### src/rtl/picorv32_pcpi_hub_if.sv
`default_nettype none
`timescale 1ns/1ps
// ============================================================================
// Module      : picorv32_pcpi_hub_if
// Description : PCPI bundle. It carries the core-side port and the
//               co-processor fan-out of the PCPI hub.
// Revision    : 1.0 - initial release
// ============================================================================
interface picorv32_pcpi_hub_if #(
  parameter int NCOP = 2
);
  // Core side
  logic                 pcpi_valid;
  logic [31:0]          pcpi_insn;
  logic [31:0]          pcpi_rs1;
  logic [31:0]          pcpi_rs2;
  logic                 pcpi_wr;
  logic [31:0]          pcpi_rd;
  logic                 pcpi_wait;
  logic                 pcpi_ready;
  logic                 pcpi_timeout;
  // Co-processor side; cop_rd slice i is [32*i+31:32*i]
  logic [NCOP-1:0]      cop_valid;
  logic [31:0]          cop_insn;
  logic [31:0]          cop_rs1;
  logic [31:0]          cop_rs2;
  logic [NCOP-1:0]      cop_wr;
  logic [NCOP*32-1:0]   cop_rd;
  logic [NCOP-1:0]      cop_wait;
  logic [NCOP-1:0]      cop_ready;

  // Hub view
  modport slave (
    input  pcpi_valid, pcpi_insn, pcpi_rs1, pcpi_rs2,
    output pcpi_wr, pcpi_rd, pcpi_wait, pcpi_ready, pcpi_timeout,
    output cop_valid, cop_insn, cop_rs1, cop_rs2,
    input  cop_wr, cop_rd, cop_wait, cop_ready
  );

  // Environment view: core plus co-processors
  modport master (
    output pcpi_valid, pcpi_insn, pcpi_rs1, pcpi_rs2,
    input  pcpi_wr, pcpi_rd, pcpi_wait, pcpi_ready, pcpi_timeout,
    input  cop_valid, cop_insn, cop_rs1, cop_rs2,
    output cop_wr, cop_rd, cop_wait, cop_ready
  );
endinterface
`default_nettype wire

### src/rtl/picorv32_pcpi_hub.sv
`default_nettype none
`timescale 1ns/1ps
// ============================================================================
// Module      : picorv32_pcpi_hub
// Description : PCPI dispatcher. It registers and broadcasts one instruction
//               to NCOP co-processors and returns the lowest-index ready
//               result. It pulses pcpi_timeout when no co-processor claims
//               the instruction within TIMEOUT busy cycles.
// Revision    : 1.0 - initial release
// ============================================================================
module picorv32_pcpi_hub #(
  parameter int NCOP    = 2,   // 1..8, must match the interface
  parameter int TIMEOUT = 16   // 2..255
) (
  input  wire logic            clk,
  input  wire logic            resetn,
  picorv32_pcpi_hub_if.slave   bus
);

  typedef enum logic [1:0] {
    IDLE = 2'd0,
    BUSY = 2'd1,
    DONE = 2'd2
  } state_t;

  localparam logic [7:0] TIMEOUT_C = 8'(TIMEOUT);

  state_t      state_q,   state_d;
  logic        valid_q,   valid_d;
  logic [31:0] insn_q,    insn_d;
  logic [31:0] rs1_q,     rs1_d;
  logic [31:0] rs2_q,     rs2_d;
  logic        wr_q,      wr_d;
  logic [31:0] rd_q,      rd_d;
  logic        wait_q,    wait_d;
  logic        ready_q,   ready_d;
  logic        timeout_q, timeout_d;
  logic [7:0]  cnt_q,     cnt_d;
  logic        claimed_q, claimed_d;

  logic        sel_wr;
  logic [31:0] sel_rd;

  // Lowest-index ready co-processor wins; the others are ignored.
  always_comb begin
    sel_wr = 1'b0;
    sel_rd = 32'd0;
    for (int i = NCOP - 1; i >= 0; i--) begin
      if (bus.cop_ready[i]) begin
        sel_wr = bus.cop_wr[i];
        sel_rd = bus.cop_rd[32*i +: 32];
      end
    end
  end

  // Next-state and registered-output logic for the dispatch FSM.
  always_comb begin
    state_d   = state_q;
    valid_d   = valid_q;
    insn_d    = insn_q;
    rs1_d     = rs1_q;
    rs2_d     = rs2_q;
    wr_d      = 1'b0;
    rd_d      = rd_q;
    wait_d    = wait_q;
    ready_d   = 1'b0;
    timeout_d = 1'b0;
    cnt_d     = cnt_q;
    claimed_d = claimed_q;
    case (state_q)
      IDLE: begin
        wait_d = 1'b0;
        if (bus.pcpi_valid) begin
          insn_d    = bus.pcpi_insn;
          rs1_d     = bus.pcpi_rs1;
          rs2_d     = bus.pcpi_rs2;
          valid_d   = 1'b1;
          cnt_d     = 8'd0;
          claimed_d = 1'b0;
          state_d   = BUSY;
        end
      end
      BUSY: begin
        if (!bus.pcpi_valid) begin
          // Core abandoned the instruction: no completion is reported.
          valid_d = 1'b0;
          wait_d  = 1'b0;
          state_d = IDLE;
        end else if (|bus.cop_ready) begin
          // Ready beats a timeout that would expire on the same edge.
          ready_d = 1'b1;
          wr_d    = sel_wr;
          rd_d    = sel_rd;
          wait_d  = 1'b0;
          valid_d = 1'b0;
          state_d = DONE;
        end else begin
          wait_d    = |bus.cop_wait;
          claimed_d = claimed_q | (|bus.cop_wait);
          if (!claimed_d) begin
            if (cnt_q == TIMEOUT_C) begin
              timeout_d = 1'b1;
              wait_d    = 1'b0;
              valid_d   = 1'b0;
              state_d   = DONE;
            end else begin
              cnt_d = cnt_q + 8'd1;
            end
          end
        end
      end
      DONE: begin
        // A still-high pcpi_valid belongs to the finished op.
        wait_d = 1'b0;
        if (!bus.pcpi_valid) begin
          state_d = IDLE;
        end
      end
      default: begin
        state_d = IDLE;
        valid_d = 1'b0;
        wait_d  = 1'b0;
      end
    endcase
  end

  // State and output registers; reset abandons any op in flight.
  always_ff @(posedge clk or negedge resetn) begin
    if (!resetn) begin
      state_q   <= IDLE;
      valid_q   <= 1'b0;
      insn_q    <= 32'd0;
      rs1_q     <= 32'd0;
      rs2_q     <= 32'd0;
      wr_q      <= 1'b0;
      rd_q      <= 32'd0;
      wait_q    <= 1'b0;
      ready_q   <= 1'b0;
      timeout_q <= 1'b0;
      cnt_q     <= 8'd0;
      claimed_q <= 1'b0;
    end else begin
      state_q   <= state_d;
      valid_q   <= valid_d;
      insn_q    <= insn_d;
      rs1_q     <= rs1_d;
      rs2_q     <= rs2_d;
      wr_q      <= wr_d;
      rd_q      <= rd_d;
      wait_q    <= wait_d;
      ready_q   <= ready_d;
      timeout_q <= timeout_d;
      cnt_q     <= cnt_d;
      claimed_q <= claimed_d;
    end
  end

  assign bus.cop_valid    = {NCOP{valid_q}};
  assign bus.cop_insn     = insn_q;
  assign bus.cop_rs1      = rs1_q;
  assign bus.cop_rs2      = rs2_q;
  assign bus.pcpi_wr      = wr_q;
  assign bus.pcpi_rd      = rd_q;
  assign bus.pcpi_wait    = wait_q;
  assign bus.pcpi_ready   = ready_q;
  assign bus.pcpi_timeout = timeout_q;

endmodule
`default_nettype wire

### src/flat_wrapper.sv
// flat-port wrapper written by rule: the top's interface ports become plain ports
module picorv32_pcpi_hub_flat 
#(
  parameter int NCOP    = 2,                                    
  parameter int TIMEOUT = 16            
)
  (clk, resetn, bus_pcpi_valid, bus_pcpi_insn, bus_pcpi_rs1, bus_pcpi_rs2, bus_pcpi_wr, bus_pcpi_rd, bus_pcpi_wait, bus_pcpi_ready, bus_pcpi_timeout, bus_cop_valid, bus_cop_insn, bus_cop_rs1, bus_cop_rs2, bus_cop_wr, bus_cop_rd, bus_cop_wait, bus_cop_ready);
  picorv32_pcpi_hub_if #(.NCOP(NCOP)) bus_i ();
  input  wire logic clk;
  input  wire logic resetn;
  input wire logic [$bits(bus_i.pcpi_valid)-1:0] bus_pcpi_valid;
  input wire logic [$bits(bus_i.pcpi_insn)-1:0] bus_pcpi_insn;
  input wire logic [$bits(bus_i.pcpi_rs1)-1:0] bus_pcpi_rs1;
  input wire logic [$bits(bus_i.pcpi_rs2)-1:0] bus_pcpi_rs2;
  output wire logic [$bits(bus_i.pcpi_wr)-1:0] bus_pcpi_wr;
  output wire logic [$bits(bus_i.pcpi_rd)-1:0] bus_pcpi_rd;
  output wire logic [$bits(bus_i.pcpi_wait)-1:0] bus_pcpi_wait;
  output wire logic [$bits(bus_i.pcpi_ready)-1:0] bus_pcpi_ready;
  output wire logic [$bits(bus_i.pcpi_timeout)-1:0] bus_pcpi_timeout;
  output wire logic [$bits(bus_i.cop_valid)-1:0] bus_cop_valid;
  output wire logic [$bits(bus_i.cop_insn)-1:0] bus_cop_insn;
  output wire logic [$bits(bus_i.cop_rs1)-1:0] bus_cop_rs1;
  output wire logic [$bits(bus_i.cop_rs2)-1:0] bus_cop_rs2;
  input wire logic [$bits(bus_i.cop_wr)-1:0] bus_cop_wr;
  input wire logic [$bits(bus_i.cop_rd)-1:0] bus_cop_rd;
  input wire logic [$bits(bus_i.cop_wait)-1:0] bus_cop_wait;
  input wire logic [$bits(bus_i.cop_ready)-1:0] bus_cop_ready;
  assign bus_i.pcpi_valid = bus_pcpi_valid;
  assign bus_i.pcpi_insn = bus_pcpi_insn;
  assign bus_i.pcpi_rs1 = bus_pcpi_rs1;
  assign bus_i.pcpi_rs2 = bus_pcpi_rs2;
  assign bus_pcpi_wr = bus_i.pcpi_wr;
  assign bus_pcpi_rd = bus_i.pcpi_rd;
  assign bus_pcpi_wait = bus_i.pcpi_wait;
  assign bus_pcpi_ready = bus_i.pcpi_ready;
  assign bus_pcpi_timeout = bus_i.pcpi_timeout;
  assign bus_cop_valid = bus_i.cop_valid;
  assign bus_cop_insn = bus_i.cop_insn;
  assign bus_cop_rs1 = bus_i.cop_rs1;
  assign bus_cop_rs2 = bus_i.cop_rs2;
  assign bus_i.cop_wr = bus_cop_wr;
  assign bus_i.cop_rd = bus_cop_rd;
  assign bus_i.cop_wait = bus_cop_wait;
  assign bus_i.cop_ready = bus_cop_ready;
  picorv32_pcpi_hub #(.NCOP(NCOP), .TIMEOUT(TIMEOUT)) u_core (.clk(clk), .resetn(resetn), .bus(bus_i));
endmodule
### config.mk
export PLATFORM = sky130hd
export DESIGN_NAME = picorv32_pcpi_hub_flat
export DESIGN_NICKNAME = d
export VERILOG_FILES = /design/src/rtl/picorv32_pcpi_hub_if.sv /design/src/rtl/picorv32_pcpi_hub.sv /design/src/flat_wrapper.sv
export SDC_FILE = /design/constraint.sdc
export NUM_CORES = 1
export LEC_CHECK = 0
export ABC_AREA = 0
export CORE_MARGIN = 5
export CORE_UTILIZATION = 30
export DETAILED_ROUTE_END_ITERATION = 12
export PLACE_DENSITY_LB_ADDON = 0.12
export SLEW_MARGIN = 5
export SYNTH_ARGS = -nofsm -noshare
export SYNTH_HDL_FRONTEND = slang
export SYNTH_SLANG_ARGS = --single-unit
### constraint.sdc
create_clock -name clk -period 2.7 [get_ports clk]
set_clock_uncertainty 0.15 [all_clocks]
set_input_delay 0.54 -clock clk [delete_from_list [all_inputs] [get_ports clk]]
set_output_delay 0.54 -clock clk [all_outputs]
set_load 0.02 [all_outputs]
=== Word-level counts from Yosys, hierarchy flattened ===
Cells that the tools add are included.

* Register bits after elaboration: 144
* Input port bits: 169
* Logic and storage cells: 79

* Add/subtract/negate cells: 1
* Eq/ne operators: 11
* Multiplexer cells: 43
* Bitwise operators: 2
* Reduce and logical (&&, ||, !) cells: 10

{| class="wikitable"
|+ Operators with widths
! kind !! count
|-
| 2-to-1 mux 32 bit || 2
|-
| 2-to-1 mux 8 bit || 5
|-
| 2-to-1 mux 1 bit || 26
|-
| one-hot mux 8 bit (2 select lines) || 1
|-
| 2-to-1 mux 2 bit || 6
|-
| inequality test 2 bit, second input constant || 6
|-
| AND reduction 4 bit || 3
|-
| adder 8 x 1 -> 8 bit, second input constant || 1
|-
| == test 8 x 5 -> 1 bit, second input constant || 1
|-
| one-hot mux 2 bit (3 select lines) || 1
|-
| AND reduction 6 bit || 1
|-
| inequality test 4 x 2 -> 1 bit, second input constant || 1
|-
| inequality test 4 x 3 -> 1 bit, second input constant || 1
|-
| OR reduction 2 bit || 2
|-
| one-hot mux 1 bit (3 select lines) || 1
|-
| AND reduction 3 bit || 1
|-
| == test 2 x 1 -> 1 bit, second input constant || 1
|-
| == test 2 bit, second input constant || 1
|-
| zero test 2 bit || 1
|-
| one-hot mux 1 bit (2 select lines) || 1
|-
| AND reduction 2 bit || 1
|-
| nonzero test 2 bit || 1
|-
| NOT 1 bit || 1
|-
| bitwise OR 1 bit || 1
|}

=== Logic depth before layout (Yosys ltp) ===
Gate-level depths: netlist of run 1.

* Depth after elaboration: 6
* Depth in mapped cells: 7

=== Least setup slack after synthesis of run 1 ===
OpenSTA, ideal clock, no wires.

* Kind: in2reg
* From: input bus_cop_wait[1]
* To: register u_core.cnt_q[3]
* Setup time: 0.092 ns
* Data arrival time: 1.713 ns
* Data required time: 2.458 ns
* Path slack: 0.745 ns
* Stages on the path: 4
* Cells stage by stage: or3_1 -> a2111o_1 -> or2_4 -> o31ai_2

* Cells in the longest elaborated chain, start to end: 4

{| class="wikitable"
|+ RTL lines
! element !! RTL line !! text
|-
| from (decl) || flat_wrapper.sv:26 || <nowiki>input wire logic [$bits(bus_i.cop_wait)-1:0] bus_cop_wait;</nowiki>
|-
| OR reduction 2 bit || picorv32_pcpi_hub.sv:99 || <nowiki>claimed_d = claimed_q | (|bus.cop_wait);</nowiki>
|-
| bitwise OR 1 bit || picorv32_pcpi_hub.sv:99 ||
|-
| inequality test 2 bit (no source line) || n/a ||
|-
| AND reduction 6 bit (no source line) || n/a ||
|-
| to (signal assigned) || picorv32_pcpi_hub.sv:153 || <nowiki>cnt_q <= cnt_d;</nowiki>
|-
| to (decl) || picorv32_pcpi_hub.sv:38 || <nowiki>logic [7:0] cnt_q, cnt_d;</nowiki>
|}

Every way passes these cells.
A chain may end at the register's enable or synchronous reset.

=== Worst setup path in the final report of run 1 ===
* From: input bus_cop_wait[1]
* To: register u_core.cnt_q[2]

Same word-level chain as after synthesis.

==> results of run 1 <==
## final timing paths
| path | from | end | cells after the start |
|---|---|---|---|
| setup / recovery | bus_cop_wait[1] | u_core.cnt_q[2]$_DFFE_PN0P_ | 5 |
| hold / removal | u_core.bus.cop_insn[8]$_DFFE_PN0P_ | u_core.bus.cop_insn[8]$_DFFE_PN0P_ | 2 |
| setup reg to reg | u_core.cnt_q[0]$_DFFE_PN0P_ | u_core.cnt_q[2]$_DFFE_PN0P_ | 6 |
| hold reg to reg | u_core.bus.cop_insn[8]$_DFFE_PN0P_ | u_core.bus.cop_insn[8]$_DFFE_PN0P_ | 2 |
| max in group asynchronous | resetn | u_core.bus.pcpi_rd[21]$_DFFE_PN0P_ | 3 |
| min in group asynchronous | resetn | u_core.bus.pcpi_rd[0]$_DFFE_PN0P_ | 2 |
## power breakdown
part	leakage, nW	switching (W)	internal (W)
sequential	1.81	0.000360	0.00286
combinational	2.40	0.00192	0.00172
clock	0.304	0.000947	0.00157
## area by class of cell
type	instances	area [µm²]	area share, %
sequential	144	3600	36.8
timing repair buffer	313	3170	32.4
multi-input combinational	446	2050	20.9
clock buffer	19	443	4.52
tap	265	332	3.39
clock inverter	12	181	1.85
inverter	4	15.0	0.153
## layer usage
metal | routed length [µm] | share of wire (%) | GRT usage (%)
met1 | 7780 | 42 | 19.9
met2 | 8400 | 45 | 26.1
met3 | 2070 | 11 | 7.72
met4 | 329 | 1.8 | 6.13
met5 | 0 | 0 | 0
## registers in the layout, indices dropped and copies added (netlist names), 2 cells and up
signal	cells
u_core.bus.cop_insn	32
u_core.bus.cop_rs1	32
u_core.bus.cop_rs2	32
u_core.bus.pcpi_rd	32
u_core.cnt_q	8
u_core.state_q	2
## placed cells by master, fill, tap and decap left out, types with 3 or more instances in the layout
master           count
nand2_1            327
clkdlybuf4s50_1    301
dfrtp_1            144
o21ai_0             32
a22oi_1             31
clkbuf_16           17
nor2_1               9
buf_4                5
buf_12               5
inv_1                4
o211ai_1             4
o31ai_2              4
bufinv_16            4
nand3_1              3
mux2_2               3
inv_6                3
## cells by family after synthesis
| logic type | count (synthesis) |
|---|---|
| compound gates | 80 |
| flops | 144 |
| fa+ha+maj | 2 |
| mux | 5 |
| buf+inv | 41 |
| simple gates | 359 |
## worst min-delay path, stage by stage (launching register included)
cell and delay, ns:
dfrtp_1 0.33, nand2_1 0.05, nand2_1 0.06
## through the flow
| stage | std cells | hold slack [ns] |
|---|---|---|
| floorplan | 631 | 0.0944 |
| global placement | 1171 | 0.306 |
| detailed placement | 1171 | 0.311 |
| CTS | 1203 | 0.325 |
| global route | 1203 | 0.339 |
| finish | 1203 | 0.320 |
## timing repair
action	CTS	global route
gates resized for setup	0	0
endpoints found under the hold margin	38	0
buffers inserted	0	0
hold buffers	1	0
==> impl_metrics.ini, run 1 <==
[power_and_ir_drop]
pwr_density_cell_mw_per_mm2 = 958
p_total_w = 0.00938
ir_drop_uv = 418
p_leak_nw = 4.52

[synthesis]
synth_compound_area_share_pct = 9.32
synth-seq-cells = 144
ys_seq_area_share_pct = 61.9
yosysTopAreaCell = dfrtp_1
yosys.area_share.adder_pct = 0.430
synthMuxAreaShare_pct = 0.924
synth_commonest_cells = nand2_1 (327), dfrtp_1 (144), o21ai_0 (32), a22oi_1 (31), clkbuf_1 (28)
syn_area_mm2 = 0.00582
synth_top_area_share_pct = 61.9
ys.flop_type = dfrtp_1
post-synth-top-count-cell = nand2_1
synth_area_per_cell_um2 = 9.23
synth-warning-count = 0
yosys.area_share.xor_xnor_pct = 0
synth_area_leaders = dfrtp_1 (62%), nand2_1 (21%), a22oi_1 (4.0%)
synthCells = 631
synth_top_family_by_area = simple AND/OR/NAND/NOR gates
synth_cell_types = 39
synth_edf_count = 0
synth_simple_gate_area_share_pct = 24.2
async_flop_share_pct = 100
synth_nets = 802

[sta]
setup_violations = 0
fin_crit_sh_pct = 79.2
drv_slew = 0
worst_slack_ns = 0.562
min_period_ns = 2.14
hold_violations = 0
fin_tns_setup_ns = 0
worst_slew_pin_slew_ns = 0.460
fmax_mhz = 468
slew_headroom_pct = 69.4
rsz0062_at_grt = false

[floorplanning]
die_h_um = 149
die_x_um = 149
fp-row-count = 51
initial_utilization_pct = 30.2
die_area_mm2 = 0.0223
io_pins = 303
core-area_mm2 = 0.0193

[global_route]
grt.total_usage_pct = 16.6
grt_antenna_before_repair = 0
grt_pass1_vias = 5291
grt_first_pass_wirelength_mm = 28.9
overflow = 0
grt_max_degree = 95

[place]
portBuffers = 302
place_ws_ns = 0.126
placed_area_mm2 = 0.00916
hpwl_mm = 13.4
gp_congestion = 0.760

[layout]
drive_above_1_share_pct = 5.97
design_area_mm2 = 0.00979
fill_cells = 1862
final_nets = 1097
fin_util_pct = 50.8
area_growth_pct = 68.1
diodes = 0

[clocking]
cts_tree = yes
clock_tree.root_cell = clkbuf_16
htreeDepth = 4
cts_buffer_depth = 2
cts.sinks = 144
numCtsBuffers = 17
clk-insertion-delay-late_ns = 0.42
path_clk_slew_ns = 0.06

[setup_path]
start_kind = primary input
cp.arrival_ns = 2.31
path_cells = clkdlybuf4s50_1, or3_1, a2111o_1, or2_4, o31ai_2
path_class = in -> reg
endpoint_kind = register
crit_fanout = 7
critical-path-top-delay-family = simple AND/OR/NAND/NOR gates
required_ns = 2.88
cpMaxStageDelayCell = clkdlybuf4s50_1
crit_buf_inv = 1
regToRegSetupSlack_ns = 0.70
max_stage_delay_ns = 0.44

[route]
ant_nets = 0
via_count = 5223
drt-vias-per-instance = 4.34
drc_errors = 0
wl_per_cell_um = 15.4
wirelength_mm = 18.6
drt_iter0_markers = 246
dr.pass1.iters = 4

[hold_path]
min_path_type = reg -> reg

[run]
drv_cap = 0

[status]
outcome = complete, no violations
No activity file was read; power rests on OpenSTA's default activity.
==> run 2: changes to the inputs <==
==> constraint.sdc (replaced) <==
create_clock -name clk -period 2.05 [get_ports clk]
set_clock_uncertainty 0.15 [all_clocks]
set_input_delay 0.41 -clock clk [delete_from_list [all_inputs] [get_ports clk]]
set_output_delay 0.41 -clock clk [all_outputs]
set_load 0.02 [all_outputs]
==> impl_metrics.ini, run 2 (synthesis results as in run 1) <==
[status]
outcome = complete, no violations

[hold_path]
hold_depth = 2
min_path_type = reg -> reg

[power_and_ir_drop]
p_leak_nw = 4.63
pwr-share-comb_pct = 41.3
p_clk_share_pct = 23.4
internal-power_w = 0.00772
p_total_w = 0.0120
pwr_density_cell_mw_per_mm2 = 1200
power_switching_w = 0.00432
switching_share_pct = 35.9
seqPwrFrac_pct = 35.3
ir_drop_uv = 583

[sta]
fin_tns_setup_ns = 0
slew_headroom_pct = 71.2
hold_violations = 0
rsz0062_at_grt = true
drv_slew = 0
min_period_ns = 2.00
worst_slew_pin_slew_ns = 0.431
fin_crit_sh_pct = 97.7
setup_violations = 0
fmax_mhz = 499

[layout]
final_nets = 1125
drive_above_1_share_pct = 8.89
fill_cells = 1800
regArea_mm2 = 0.00360
area_growth_pct = 71.9
final_common_cell = nand2_1
multi_input_area_mm2 = 0.00205
final_cell_mix = nand2_1 (327), clkdlybuf4s50_1 (301), dfrtp_1 (144), o21ai_0 (32), a22oi_1 (31)
final_cell_count_no_fill = 1232
fin_util_pct = 52.0
diodes = 0

[setup_path]
path_cells = inv_1, ha_1, nor4b_1, a2111o_1, buf_4, nor2_1, mux2_2
ff2ff_path_depth = 7
endpoint_kind = register
cpMaxStageDelayCell = dfrtp_1
path_class = reg -> reg
timing.rr.start = u_core.cnt_q[0]$_DFFE_PN0P_
required_ns = 2.19
start_kind = register
crit_fanout = 5
regToRegSetupSlack_ns = 0.05
cp.arrival_ns = 2.14
max_stage_delay_ns = 0.38
rr_endpoint = u_core.cnt_q[0]$_DFFE_PN0P_
cp-endpoint = u_core.cnt_q[0]$_DFFE_PN0P_
crit_start = u_core.cnt_q[0]$_DFFE_PN0P_

[place]
gp_congestion = 0.743
portBuffers = 302
placed_cells = 1198
hpwl_mm = 14.3

[global_route]
grt.total_usage_pct = 16.9
grt_antenna_before_repair = 0
grt_max_degree = 67
grt_first_pass_wirelength_mm = 29.6
overflow = 0
grt_pass1_vias = 5556

[route]
ant_nets = 0
drt_iter0_markers = 166
via_count = 5336
drt-vias-per-instance = 4.33
drc_errors = 0
dr.pass1.iters = 4
wl_per_cell_um = 15.5
wirelength_mm = 19.1

[clocking]
cts_buffer_depth = 2
cts.sinks = 144
clock_tree.root_cell = clkbuf_16
numCtsBuffers = 17
cts_tree = yes
path_clk_slew_ns = 0.07
clk-insertion-delay-late_ns = 0.41
htreeDepth = 4

[floorplanning]
die_area_mm2 = 0.0223
initial_utilization_pct = 30.2
fp-row-count = 51
die_h_um = 149
io_pins = 303
core-area_mm2 = 0.0193
die_x_um = 149

[run]
drv_cap = 0
==> run 2: cell types whose count changed in the layout (fill, tap and decap cells not counted), sizes merged <==
cell	delta
buf	+28
bufinv	-4
clkinvlp	+4
clkbuf	-1
clkinv	+1
inv	+1
==> run 2: through the flow <==
stage / instance area [µm²] / hold WS, ns / setup slack [ns]
floorplan: 5820 / -0.0356 / 0.217
detailed placement: 9450 / 0.219 / -0.411
global placement: 9450 / 0.218 / -0.347
finish: 10000 / 0.322 / 0.0475
CTS: 10000 / 0.327 / 0.0159
global route: 10000 / 0.338 / -0.0211
==> run 2: worst min path at each step <==
stage,startpoint,to
floorplan,resetn,u_core.bus.cop_insn[0]$_DFFE_PN0P_
global placement,resetn,u_core.state_q[0]$_DFFE_PN0P_
detailed placement,resetn,u_core.bus.pcpi_timeout$_DFF_PN0_
CTS,u_core.bus.cop_rs2[2]$_DFFE_PN0P_,u_core.bus.cop_rs2[2]$_DFFE_PN0P_
global route,u_core.bus.cop_rs1[16]$_DFFE_PN0P_,u_core.bus.cop_rs1[16]$_DFFE_PN0P_
finish,u_core.bus.cop_rs2[23]$_DFFE_PN0P_,u_core.bus.cop_rs2[23]$_DFFE_PN0P_
==> run 2: final cells by class <==
type / count / area share [%]
well taps: 265 / 3.31
multi-input cells: 446 / 20.5
clock buffers: 18 / 4.29
clock inverters: 14 / 1.09
inverters: 4 / 0.150
flip-flops and latches: 144 / 36.0
repair buffers: 341 / 34.7
==> run 2: worst max-delay path, delay by kind of cell (launching register included) <==
kind	cells	cell delay, ns
buffers and inverters	2	0.22
muxes	1	0.25
AOI/OAI and AO/OA	1	0.35
DFF	1	0.38
adders and majority gates	1	0.14
and+or+nand+nor	2	0.40
==> run 2: per-layer routing <==
metal	GRT usage, %	wire length (µm)	up-vias
li1	-	-	2670
met1	20.3	7930	2439
met2	26.8	8680	205
met3	8.14	2150	22
met4	5.35	325	0
met5	0	0	-
==> run 2: repair_timing <==
action                     CTS  global route
hold buffers                 1             0
setup buffers                0             1
gates resized for setup      0             2
hold endpoints to repair    32             0
setup endpoints to repair    0             3
==> run 2: power by group through the flow <==
stage | Clock [W] | Sequential (W) | Combinational (W)
2_1_floorplan | 0 | 0.00540 | 0.00106
4_1_cts | 0.00291 | 0.00426 | 0.00507
3_3_place_gp | 0 | 0.00427 | 0.00503
5_1_grt | 0.00305 | 0.00438 | 0.00536
3_5_place_dp | 0 | 0.00428 | 0.00505
6_report | 0.00281 | 0.00425 | 0.00498
==> run 3: changes to the inputs <==
--- a/config.mk
+++ b/config.mk
@@ -10,7 +10,6 @@
 export CORE_UTILIZATION = 30
 export DETAILED_ROUTE_END_ITERATION = 12
 export PLACE_DENSITY_LB_ADDON = 0.12
-export SLEW_MARGIN = 5
 export SYNTH_ARGS = -nofsm -noshare
 export SYNTH_HDL_FRONTEND = slang
 export SYNTH_SLANG_ARGS = --single-unit
==> results of run 3 <==
Same layout as run 2: the final DEF is identical, and so are final timing and power.
